**src/rtl/mole_pkg.sv**
```systemverilog
// Shared types and helpers for the whack-a-mole scorer.
package mole_pkg;

  localparam int unsigned DEFAULT_NUM_HOLES = 8;

  typedef enum logic [1:0] {LANE_DOWN, LANE_UP, LANE_WHACKED} lane_state_t;
  typedef enum logic [1:0] {G_IDLE, G_PLAY, G_OVER} game_state_t;

  function automatic int unsigned sat_add(input int unsigned a,
                                          input int unsigned b,
                                          input int unsigned max);
    return (a + b > max) ? max : a + b;
  endfunction

endpackage

```
**src/rtl/mole_lane.sv**
```systemverilog
// One hole: key synchronizer, rising-edge press detect and DOWN/UP/WHACKED tracking.
// Optional whiff output exists only when MOLE_WHIFF_PENALTY_EN is defined.
module mole_lane
  import mole_pkg::*;
(
  input  logic CLOCK_50,
  input  logic resetn,
  input  logic play,
  input  logic load,
  input  logic ctrl,
  input  logic key,
  output logic hit,
  output logic escape,
`ifdef MOLE_WHIFF_PENALTY_EN
  output logic whiff,
`endif
  output logic visible
);

  logic s1, s2, s3, press, take;
  lane_state_t state, state_d;

  always_ff @(posedge CLOCK_50) begin
    if (!resetn) begin
      s1 <= 1'b0;
      s2 <= 1'b0;
      s3 <= 1'b0;
    end else begin
      s1 <= key;
      s2 <= s1;
      s3 <= s2;
    end
  end

  assign press = s2 & ~s3;
  assign take  = press & play;

  always_ff @(posedge CLOCK_50) begin
    if (!resetn) state <= LANE_DOWN;
    else         state <= state_d;
  end

  // A hit on the cycle ctrl falls wins and drops straight to DOWN.
  always_comb begin
    state_d = state;
    if (load) begin
      state_d = ctrl ? LANE_UP : LANE_DOWN;
    end else begin
      case (state)
        LANE_DOWN:    if (ctrl) state_d = LANE_UP;
        LANE_UP: begin
          if (take)       state_d = ctrl ? LANE_WHACKED : LANE_DOWN;
          else if (!ctrl) state_d = LANE_DOWN;
        end
        LANE_WHACKED: if (!ctrl) state_d = LANE_DOWN;
        default:      state_d = LANE_DOWN;
      endcase
    end
  end

  always_comb begin
    hit     = (state == LANE_UP) & take;
    escape  = (state == LANE_UP) & ~ctrl & ~press & play;
    visible = (state == LANE_UP) | ((state == LANE_DOWN) & ctrl);
`ifdef MOLE_WHIFF_PENALTY_EN
    whiff   = (state == LANE_DOWN) & ~ctrl & take;
`endif
  end

endmodule

```
**src/rtl/mole_hit_scorer.sv**
```systemverilog
// Whack-a-mole game timer and scorer fed by the mole generator ctrl bus.
// Define MOLE_WHIFF_PENALTY_EN to subtract presses on empty holes from the score.
module mole_hit_scorer
  import mole_pkg::*;
#(
  parameter int unsigned NUM_HOLES    = DEFAULT_NUM_HOLES,
  parameter int unsigned SCORE_W      = 8,
  parameter int unsigned GAME_SECONDS = 60
) (
  input  logic                 CLOCK_50,
  input  logic                 resetn,
  input  logic                 tick,
  input  logic                 start,
  input  logic [NUM_HOLES-1:0] ctrl,
  input  logic [NUM_HOLES-1:0] key,
  output logic [NUM_HOLES-1:0] visible,
  output logic [SCORE_W-1:0]   score,
  output logic [SCORE_W-1:0]   misses,
  output logic [7:0]           time_left,
  output logic                 playing,
  output logic                 game_over,
  output logic                 hit_pulse
);

  localparam int unsigned CNT_W     = $clog2(NUM_HOLES + 1);
  localparam int unsigned SCORE_MAX = (2 ** SCORE_W) - 1;

  game_state_t gstate, gstate_d;
  logic play, load;
  logic [NUM_HOLES-1:0] hit_v, esc_v;
  logic [CNT_W-1:0] hit_cnt, esc_cnt;
  logic [SCORE_W-1:0] score_d;
`ifdef MOLE_WHIFF_PENALTY_EN
  logic [NUM_HOLES-1:0] whiff_v;
  logic [CNT_W-1:0] whiff_cnt;
`endif

  genvar i;
  for (i = 0; i < NUM_HOLES; i++) begin : g_lane
    mole_lane u_lane (
      .CLOCK_50 (CLOCK_50),
      .resetn   (resetn),
      .play     (play),
      .load     (load),
      .ctrl     (ctrl[i]),
      .key      (key[i]),
      .hit      (hit_v[i]),
      .escape   (esc_v[i]),
`ifdef MOLE_WHIFF_PENALTY_EN
      .whiff    (whiff_v[i]),
`endif
      .visible  (visible[i])
    );
  end

  always_ff @(posedge CLOCK_50) begin
    if (!resetn) gstate <= G_IDLE;
    else         gstate <= gstate_d;
  end

  always_comb begin
    gstate_d = gstate;
    case (gstate)
      G_IDLE, G_OVER: if (start) gstate_d = G_PLAY;
      G_PLAY:         if (tick && time_left == 8'd1) gstate_d = G_OVER;
      default:        gstate_d = G_IDLE;
    endcase
  end

  always_comb begin
    play      = (gstate == G_PLAY);
    load      = start & (gstate != G_PLAY);
    playing   = play;
    game_over = (gstate == G_OVER);
  end

  always_comb begin
    hit_cnt = '0;
    esc_cnt = '0;
`ifdef MOLE_WHIFF_PENALTY_EN
    whiff_cnt = '0;
`endif
    for (int unsigned n = 0; n < NUM_HOLES; n++) begin
      hit_cnt = hit_cnt + CNT_W'(hit_v[n]);
      esc_cnt = esc_cnt + CNT_W'(esc_v[n]);
`ifdef MOLE_WHIFF_PENALTY_EN
      whiff_cnt = whiff_cnt + CNT_W'(whiff_v[n]);
`endif
    end
  end

`ifdef MOLE_WHIFF_PENALTY_EN
  // Net change may go negative; clamp into [0, SCORE_MAX].
  always_comb begin
    int sum;
    sum = int'(score) + int'(hit_cnt) - int'(whiff_cnt);
    if (sum < 0)                    score_d = '0;
    else if (sum > int'(SCORE_MAX)) score_d = '1;
    else                            score_d = SCORE_W'(sum);
  end
`else
  assign score_d = SCORE_W'(sat_add(32'(score), 32'(hit_cnt), SCORE_MAX));
`endif

  always_ff @(posedge CLOCK_50) begin
    if (!resetn) begin
      score     <= '0;
      misses    <= '0;
      time_left <= '0;
      hit_pulse <= 1'b0;
    end else begin
      hit_pulse <= 1'b0;
      if (load) begin
        score     <= '0;
        misses    <= '0;
        time_left <= 8'(GAME_SECONDS);
      end else if (play) begin
        score     <= score_d;
        misses    <= SCORE_W'(sat_add(32'(misses), 32'(esc_cnt), SCORE_MAX));
        hit_pulse <= (hit_cnt != '0);
        if (tick) time_left <= time_left - 8'd1;
      end
    end
  end

endmodule

```
**config.mk**
```make
export PLATFORM = sky130hd
export DESIGN_NAME = mole_hit_scorer
export DESIGN_NICKNAME = d
export VERILOG_FILES = /design/src/rtl/mole_pkg.sv /design/src/rtl/mole_lane.sv /design/src/rtl/mole_hit_scorer.sv
export SDC_FILE = /design/constraint.sdc
export NUM_CORES = 1
export LEC_CHECK = 0
export CORE_MARGIN = 4
export CORE_UTILIZATION = 55
export CTS_CLUSTER_SIZE = 10
export DETAILED_ROUTE_END_ITERATION = 6
export HOLD_SLACK_MARGIN = 0.1
export PLACE_DENSITY = 0.82
export SYNTH_ARGS = -nofsm -noshare
export SYNTH_HDL_FRONTEND = slang
export SYNTH_SLANG_ARGS = --single-unit
```
**constraint.sdc**
```tcl
create_clock -name CLOCK_50 -period 8.2 [get_ports CLOCK_50]
set_input_delay 1.64 -clock CLOCK_50 [delete_from_list [all_inputs] [get_ports CLOCK_50]]
set_output_delay 1.64 -clock CLOCK_50 [all_outputs]
set_load 0.05 [all_outputs]
```
==> results summary <==
In this run the worst setup path begins at gstate[0]. The growth of design area from synthesis to finish is 19.9%. The core region is 0.00596 mm^2. The register-to-register setup slack is 2300 ps. The routability congestion estimate from global placement is 0.870. TritonCTS built the clock tree.

The total iterations of the first detailed-routing run is 4. The count of endpoints failing hold in the final timing report was 0. The clock latency of the later-clocked register in the worst-skew pair came out at 340 ps. The hold-fix buffer count after cts is 0. Leaving out fill and tap cells, the most frequent cells in the layout are 67 x sky130_fd_sc_hd__dfxtp_1, 54 x sky130_fd_sc_hd__clkdlybuf4s50_1, 35 x sky130_fd_sc_hd__nor2_1. Counting flops with a built-in enable in the synthesized netlist gives 0. The flow ran to the end, and the final reports show no timing, DRC or antenna violations. The share of synthesized flip-flops with an asynchronous set or reset is 0%. The measured slew at the worst slew-check pin came out at 1070 ps.

For this design, the slowest cell found on the critical path is sky130_fd_sc_hd__inv_2. The die covers 0.00753 mm^2. In the post-synthesis netlist, the biggest area contributors are sky130_fd_sc_hd__dfxtp_1 39%, sky130_fd_sc_hd__fa_1 5.9%, sky130_fd_sc_hd__ha_1 5.9%. The min-delay analysis places its worst path in the category reg2reg. The number of antenna diodes in the final layout is 0. The number of max-slew violations in the final report was 0. STA classifies the critical path startpoint as a flip-flop.

The number of antenna violations at the first check in global routing is 0. The clock sink total is 67. The worst setup path is captured at a flip-flop.

The global-route usage over all layers is 21.2%. The DRC marker count from the first detailed-route iteration came out at 139. The global-route wire length before repair came out at 12.7 mm. The post-synthesis area per instance came out at 9.08 um^2.

After detailed routing, the total wire length is 7.46 mm. Measured along the x axis, the die boundary spans 86.8 um. Power comes to 688 uW. The number of placed I/O pins is 55. Adding up every negative setup slack in the final design gives 0 ps. The fraction of the cycle the final worst path needs came out at 72.0%.

The count of cell types in the netlist is 46. The number of filler cells placed in the layout came out at 473. The timing-limited maximum frequency came out at 169 MHz. The critical path data required time is 8470 ps. Traced cell by cell, the critical path runs through nand2b_1 -> inv_2 -> nand2_1 -> nor3b_1 -> fa_1 -> inv_1 -> fa_1 -> fa_1 -> inv_1 -> ha_1 -> inv_1 -> fa_1 -> fa_1 -> nand3b_1 -> a211oi_1 -> nand3_1 -> a31oi_1. Counting stages on the worst path, the most repeated cell is sky130_fd_sc_hd__fa_1. The clock root buffer is sky130_fd_sc_hd__clkbuf_8. In this run the critical register-to-register path is launched from gstate[0]. The time the worst path needs with I/O delays and setup is 5900 ps. The number of buffers inserted by port buffering came out at 54. The sequential cells in the finished layout cover a total of 0.00134 mm^2. Setup repair after global routing left no endpoint under its margin. The maximum ir drop on the vdd rail came out at 0.000163 V.

The worst slew slack as a fraction of its limit came out at 28.1%. The worst-path maximum fanout is 41. The share of the yosys chip area belonging to registers came out at 39.3%.

Setup violations remaining at the end of the flow were counted as 0. The number of nets at the end of the flow came out at 467. The share of the core filled with cells in the final layout came out at 68.7%.

After clock tree synthesis, the clock-pin slew on the worst setup and hold paths is 70 ps. Data on the critical path arrives at its endpoint at 6180 ps. In this design, the stage delay of the slowest critical-path cell is 650 ps. The number of clock buffers added by TritonCTS is 9. The worst clock skew came out at 7.38 ps. Yosys printed 0 warnings. The detailed-route vias per instance came out at 5.67. Row generation in the floorplan step produced 28 rows. The area share of the largest cell type after synthesis is 39.3%. The H-tree generated during clock tree synthesis spans 3 levels. The number of setup buffers added after CTS is 0. In this run the static leakage power is 0.00172 uW. For this run, the leading register cell type out of synthesis is sky130_fd_sc_hd__dfxtp_1. For this configuration, the core starts out at a cell density of 57.3%. The net count after synthesis is 422. The die is 86.8 um tall. The longest clock path from root to sink contains 2 buffers.

The number of maximum-capacitance constraint violations came out at 0. The cell area after synthesis is 0.00341 mm^2. The final route contains 2836 vias.

The post-CTS resize count is 0. The critical path ends at score[3]. The final HPWL from detailed placement came out at 5.31 mm.

The hold path depth came out at 1. Leaving out fill and tap cells, the most frequent cell in the layout is sky130_fd_sc_hd__dfxtp_1. In this run the remaining antenna-violating nets after routing total 0.

Final hold analysis gives a worst-case slack of 425 ps. The DRC violation count after routing is 0. The fraction of layout cells with a size suffix above 1 came out at 4.94%. The endpoint identified for the worst register-to-register timing path is score[3]. The register bit count reported by yosys came out at 67. By startpoint and endpoint, the worst setup path is classified as reg2reg. sky130_fd_sc_hd__dfxtp_1 takes more of the synthesized area than any other cell. The pin count of the biggest net entering global routing came out at 42. Dividing the detail-routed wire length by the instance count gives 14.9 um. The cell count after synthesis is 376.

For this run the aggregate overflow at the end of global routing stands at 0. For this design the ratio of total power to cell area is 168 mW/mm^2. The logic depth of the worst register-to-register path is 17. The via count of the first global-routing pass came to 2737.

Summing all multi-input logic gate instances after layout gives 0.00185 mm^2.
==> per-layer routing <==
layer	track usage [%]	wire (um)
met5	0	0
met4	7.93	125
met3	6.46	559
met2	34.4	3640
met1	26.4	3140
==> where the power goes <==
part | leakage [uW] | total [uW] | switching [uW] | internal (uW)
sequential | 0.000548 | 348 | 10.2 | 338
clock | 0.0000795 | 232 | 116 | 116
combinational | 0.00109 | 108 | 67.1 | 40.6
total | 0.00172 | 688 | 193 | 494
==> cell type report <==
| cell class | instances | share of cell area, % |
|---|---|---|
| clock buffer | 13 | 3.64 |
| clock inverter | 2 | 0.306 |
| inverter | 25 | 2.29 |
| multi-input combinational | 263 | 45.3 |
| sequential | 67 | 32.8 |
| tap | 75 | 2.29 |
| timing repair buffer | 55 | 13.4 |
==> how the worst min path moves through the flow <==
stage	to	slack [ps]	start
floorplan	g_lane[0].u_lane.s2	410	g_lane[0].u_lane.s1
global placement	g_lane[1].u_lane.s2	420	g_lane[1].u_lane.s1
detailed placement	g_lane[4].u_lane.s2	420	g_lane[4].u_lane.s1
CTS	g_lane[6].u_lane.s2	430	g_lane[6].u_lane.s1
global route	g_lane[6].u_lane.s2	440	g_lane[6].u_lane.s1
finish	g_lane[6].u_lane.s2	420	g_lane[6].u_lane.s1
==> logic make-up after synthesis <==
kind of cell | count (synthesis) | share of synthesized area, %
AO/OA/AOI/OAI | 77 | 15.9
XOR/XNOR | 8 | 2.05
buffers and inverters | 46 | 6.41
flip-flops | 67 | 39.3
multiplexers | 2 | 0.586
adder cells (fa/ha/maj) | 26 | 11.7
AND/OR/NAND/NOR | 150 | 24.0
==> Yosys cell counts, drive strengths merged (5+ instances only) <==
cell,instances
nor2,35
o21ai,11
nor3,7
o211a,16
ha,16
and2,25
fa,10
nand2,26
nor3b,8
a31oi,15
nor4,5
dfxtp,67
nor2b,19
a21oi,17
buf,17
a211oi,6
nand3,6
inv,25
xnor2,5
==> stage by stage <==
step / instances / setup slack, ps / cell area [um^2]
floorplan: 376 / 3010 / 3410
global placement: 485 / 2230 / 3930
detailed placement: 485 / 2170 / 3930
CTS: 500 / 2360 / 4090
global route: 500 / 1910 / 4090
finish: 500 / 2300 / 4090
==> worst max-delay path, delay by kind of cell, from the launching register on <==
kind                       cells  cell delay (ps)
AOI/OAI and AO/OA              2              580
buffers and inverters          4              870
adders and majority gates      6             2550
DFF                            1              440
and+or+nand+nor                5             1390
==> sequential cells by signal, summed over array words and instances (netlist names) <==
register             flops
g_lane.u_lane.state     16
g_lane.u_lane.s1         8
g_lane.u_lane.s2         8
g_lane.u_lane.s3         8
misses                   8
score                    8
time_left                8
gstate                   2
hit_pulse                1
No activity file was read; power rests on OpenSTA's default activity.
==> variant 1, RTL diff (same flow settings) <==
`SCORE_W`: 8 -> 6.
--- a/src/rtl/mole_hit_scorer.sv
+++ b/src/rtl/mole_hit_scorer.sv
@@ -6,3 +6,3 @@
   parameter int unsigned NUM_HOLES    = DEFAULT_NUM_HOLES,
-  parameter int unsigned SCORE_W      = 8,
+  parameter int unsigned SCORE_W      = 6,
   parameter int unsigned GAME_SECONDS = 60
Ports: changed (resized misses and score); port bits go from 55 to 51. The function was not compared with the original's and may differ.
==> variant 1 against the unedited design <==
Total power grew 1.1%. Global-route usage shrank 1.6 points. Synthesized area shrank 8.7%. Cell area shrank 7.4%. Setup slack gained 440 ps. Routed wire length shrank 15%. Fmax grew 8.1%. Sequential cell count shrank 4. Critical path type unchanged. Largest cell class unchanged.
==> variant 1: results (changes against the unedited design) <==
status: "finished, final reports clean"  # unchanged
vias: 2490  # was 2,836
crit_arrival_ps: 5650  # was 6180 ps
port_buffers: 50  # was 54
ir_drop_mv: 0.115  # was 0.163 mV
cts_inserted_buffers: 9  # unchanged
crit_family: "adder cells"  # unchanged
reg2reg_depth: 19  # was 17
finalSetupViolCount: 0  # unchanged
min_to: "g_lane[7].u_lane.s2$_SDFF_PN0_"  # was g_lane[6].u_lane.s2$_SDFF_PN0_
yosys.cell_types.count: 49  # was 46
synth_seq_area_share: 0.404  # was 0.393
yosys.area_share.adder: 0.124  # was 0.117
grt_pass1_wl_um: 11100  # was 12,700 um
worstPathMaxFanout: 43  # was 41
p_leak_nw: 1.60  # was 1.72 nW
cts_buffer_depth: 2  # unchanged
hp-class: "reg2reg"  # unchanged
n_fill_cell: 438  # was 473
synth_compound_area_frac: 0.111  # was 0.159
drive_above_1_share: 0.0769  # was 0.0494
synth_area_leaders: "dfxtp_1 40%, fa_1 6.4%, ha_1 6.0%"  # was dfxtp_1 39%, fa_1 5.9%, ha_1 5.9%
yosysTopAreaCellShare: 0.404  # was 0.393
use_met1: 0.249  # was 0.264
synth_mux_area_frac: 0  # was 0.00586
post-place-ws_ps: 2420  # was 2170 ps
grt_pass1_vias: 2384  # was 2,737
synthTopCellsByCount: "63 x dfxtp_1, 25 x and2_1, 24 x nor2_1"  # was 67 x dfxtp_1, 35 x nor2_1, 26 x nand2_1
groute.layer.met3.usage: 0.0377  # was 0.0646
gp_congestion: 0.876  # was 0.870
syn_nets: 386  # was 422
nets: 430  # was 467
synth_xor_area_frac: 0.0253  # was 0.0205
use_met2: 0.321  # was 0.344
rr_endpoint: "score[3]$_SDFFE_PP0P_"  # unchanged
route.met2.wl_um: 3110  # was 3640 um
maxSlewHeadroom: 0.469  # was 0.281
fin_crit_ps: 5460  # was 5900 ps
hp-start: "g_lane[7].u_lane.s1$_SDFF_PN0_"  # was g_lane[6].u_lane.s1$_SDFF_PN0_
grt.total_usage: 0.195  # was 0.212
met3_length_um: 283  # was 559 um
skew_ps: 10.9  # was 7.38 ps
dpl.hpwl_um: 4720  # was 5310 um
drt_iter0_drc: 111  # was 139
cpPeakStageDelay_ps: 550  # was 650 ps
r2r_slack_ps: 2740  # was 2300 ps
whs_ps: 434  # was 425 ps
wirelength_um: 6370  # was 7460 um
[variant 1: cell count changes after synthesis, sizes merged, moves of 5 or more]
cell   before  now
buf        17   11
nor2       35   26
a31oi      15    4
nor2b      19   10
and3        2   10
nand3       6   17
inv        25   20
o211a      16    2
[variant 1: power by group]
group / switching [mW] / internal, mW / total, mW
Combinational: 0.0762 / 0.0481 / 0.124
Sequential: 0.0115 / 0.319 / 0.331
Clock: 0.114 / 0.125 / 0.240
Total: 0.202 / 0.493 / 0.695
[variant 1: cell type report]
type,count,area [um2],area share
multi-input cells,239,1670,0.441
clock inverters,3,17.5,0.00462
clock buffers,13,159,0.0419
well taps,72,90.1,0.0238
flip-flops and latches,63,1260,0.333
inverters,20,75.1,0.0198
repair buffers,52,515,0.136
[variant 1: per-stage QoR]
stage                     instances   util  power, mW  area (um2)
after global routing            462  0.688      0.726        3790
after detailed placement        446  0.656      0.462        3610
after CTS                       462  0.688      0.701        3790
final                           462  0.688      0.695        3790
after global placement          446  0.656      0.459        3610
after floorplan                 341      -      0.424        3120
==> variant 2, RTL diff (same settings) <==
Made on the original files. Re-encode `game_state_t` (3 states) as one-hot, 3 bits wide.
--- a/src/rtl/mole_pkg.sv
+++ b/src/rtl/mole_pkg.sv
@@ -6,3 +6,3 @@
   typedef enum logic [1:0] {LANE_DOWN, LANE_UP, LANE_WHACKED} lane_state_t;
-  typedef enum logic [1:0] {G_IDLE, G_PLAY, G_OVER} game_state_t;
+  typedef enum logic [2:0] {G_IDLE = 3'b001, G_PLAY = 3'b010, G_OVER = 3'b100} game_state_t;
 
Behaviour: same outputs for any inputs over 4 cycles, from zero or initial values and one cycle with resetn low; so few cycles prove little.
==> variant 2 against the unedited design <==
Total power grew 13%. Synthesized area grew 1.2%. Routed wire length shrank 4.2%. Cell area grew 2.9%. Critical path depth grew 1. Sequential cell count grew 1. Setup slack gained 230 ps. Non-clock buffer count is the same. Critical path type unchanged. Critical endpoint is now score[5]$_SDFFE_PP0P_. Largest cell class unchanged.
==> variant 2: results (changes against the unedited design) <==
drtPass1Iterations: 4  # unchanged
reg2reg_depth: 18  # was 17
ir_drop_mv: 0.176  # was 0.163 mV
yosys.cell_types.count: 51  # was 46
worstPathRequired_ps: 8450  # was 8470 ps
status: "finished, final reports clean"  # unchanged
endpoint: "score[5]$_SDFFE_PP0P_"  # was score[3]$_SDFFE_PP0P_
multi_input_area_um2: 1860  # was 1850 um2
seq_cells: 68  # was 67
inv_count: 24  # was 25
pg_comb_mw: 0.0703  # was 0.108 mW
powerDensity_nw_per_um2: 185  # was 168 nW/um2
synth.avg_cell_area_um2: 9.10  # was 9.08 um2
final-instance-count-excl-fill: 504  # was 500
drive_above_1_share: 0.0746  # was 0.0494
post-place-ws_ps: 2540  # was 2170 ps
cts_inserted_buffers: 9  # unchanged
antenna_cells: 0  # unchanged
n_fill_cell: 454  # was 473
antenna_found_initial: 0  # unchanged
viasPerCell: 5.62  # was 5.67
p_leak_nw: 1.65  # was 1.72 nW
post-route-period-util: 0.691  # was 0.720
dpl.hpwl_um: 5160  # was 5310 um
cts_buffer_depth: 2  # unchanged
maxSlewHeadroom: 0.494  # was 0.281
synthTopCellsByCount: "68 x dfxtp_1, 31 x nor2_1, 29 x a21oi_1"  # was 67 x dfxtp_1, 35 x nor2_1, 26 x nand2_1
p_int_mw: 0.600  # was 0.494 mW
sequentialPowerShare: 0.445  # was 0.506
seq_share: 0.323  # was 0.328
place_inst: 489  # was 485
grt_pass1_wl_um: 12500  # was 12,700 um
postCtsHoldBufs: 0  # unchanged
worstPathMaxFanout: 47  # was 41
nets: 471  # was 467
syn_nets: 426  # was 422
synth_seq_area_share: 0.394  # was 0.393
clock_cell_area_share: 0.0618  # was 0.0394
grt.total_usage: 0.207  # was 0.212
yosysWarnings: 0  # unchanged
area_share_nonclk_buffers: 0.130  # was 0.134
hp-class: "reg2reg"  # unchanged
crit-reg2reg-launch: "gstate[1]$_SDFFE_PN0P_"  # was gstate[0]$_SDFFE_PN0P_
grt_max_degree: 48  # was 42
p_sw_frac: 0.231  # was 0.281
nMultiInputCombCells: 267  # was 263
placed_area_um2: 3950  # was 3930 um2
skew_ps: 7.05  # was 7.38 ps
gp_congestion: 0.829  # was 0.870
drt_iter0_drc: 126  # was 139
wl_per_cell_um: 14.2  # was 14.9 um
synth_area_leaders: "dfxtp_1 39%, fa_1 5.8%, ha_1 5.8%"  # was dfxtp_1 39%, fa_1 5.9%, ha_1 5.9%
grt_pass1_vias: 2731  # was 2,737
port_buffers: 54  # unchanged
largest_register_ffs: 16  # unchanged
[variant 2: cells by family after synthesis]
kind of cell    after synthesis  synth area share
simple gates                151             0.247
xor+xnor                     11            0.0279
buf+inv                      45            0.0691
compound gates               79             0.147
fa+ha+maj                    26             0.116
flops                        68             0.394
[variant 2: critical path, cell delays in order, from the launching register on]
cell and delay [ps]:
dfxtp_1 340, or3b_1 590, clkinv_2 690, nand3b_1 320
nor2b_1 100, fa_1 480, inv_1 50, fa_1 500
fa_1 480, inv_1 70, ha_1 160, inv_1 50
fa_1 370, xnor2_1 160, ha_1 360, nand2_1 60
o21ai_0 390, a31oi_1 170, a211oi_1 230
[variant 2: worst min-delay path by stage]
stage / from / endpoint / slack, ps / cells past startpoint
floorplan: g_lane[0].u_lane.s1$_SDFF_PN0_ / g_lane[0].u_lane.s2$_SDFF_PN0_ / 410 / 1
global placement: g_lane[7].u_lane.s1$_SDFF_PN0_ / g_lane[7].u_lane.s2$_SDFF_PN0_ / 420 / 1
detailed placement: g_lane[3].u_lane.s1$_SDFF_PN0_ / g_lane[3].u_lane.s2$_SDFF_PN0_ / 420 / 1
CTS: g_lane[3].u_lane.s1$_SDFF_PN0_ / g_lane[3].u_lane.s2$_SDFF_PN0_ / 440 / 1
global route: g_lane[3].u_lane.s1$_SDFF_PN0_ / g_lane[3].u_lane.s2$_SDFF_PN0_ / 450 / 1
finish: g_lane[5].u_lane.s1$_SDFF_PN0_ / g_lane[5].u_lane.s2$_SDFF_PN0_ / 440 / 1
[variant 2: per-layer routing]
metal  vias up  routed length (um)  global-route usage
li1       1403                   -                   -
met1      1353                3100               0.256
met2        59                3590               0.342
met3        17                 265              0.0407
met4         0                 191               0.105
met5         -                   0                   0
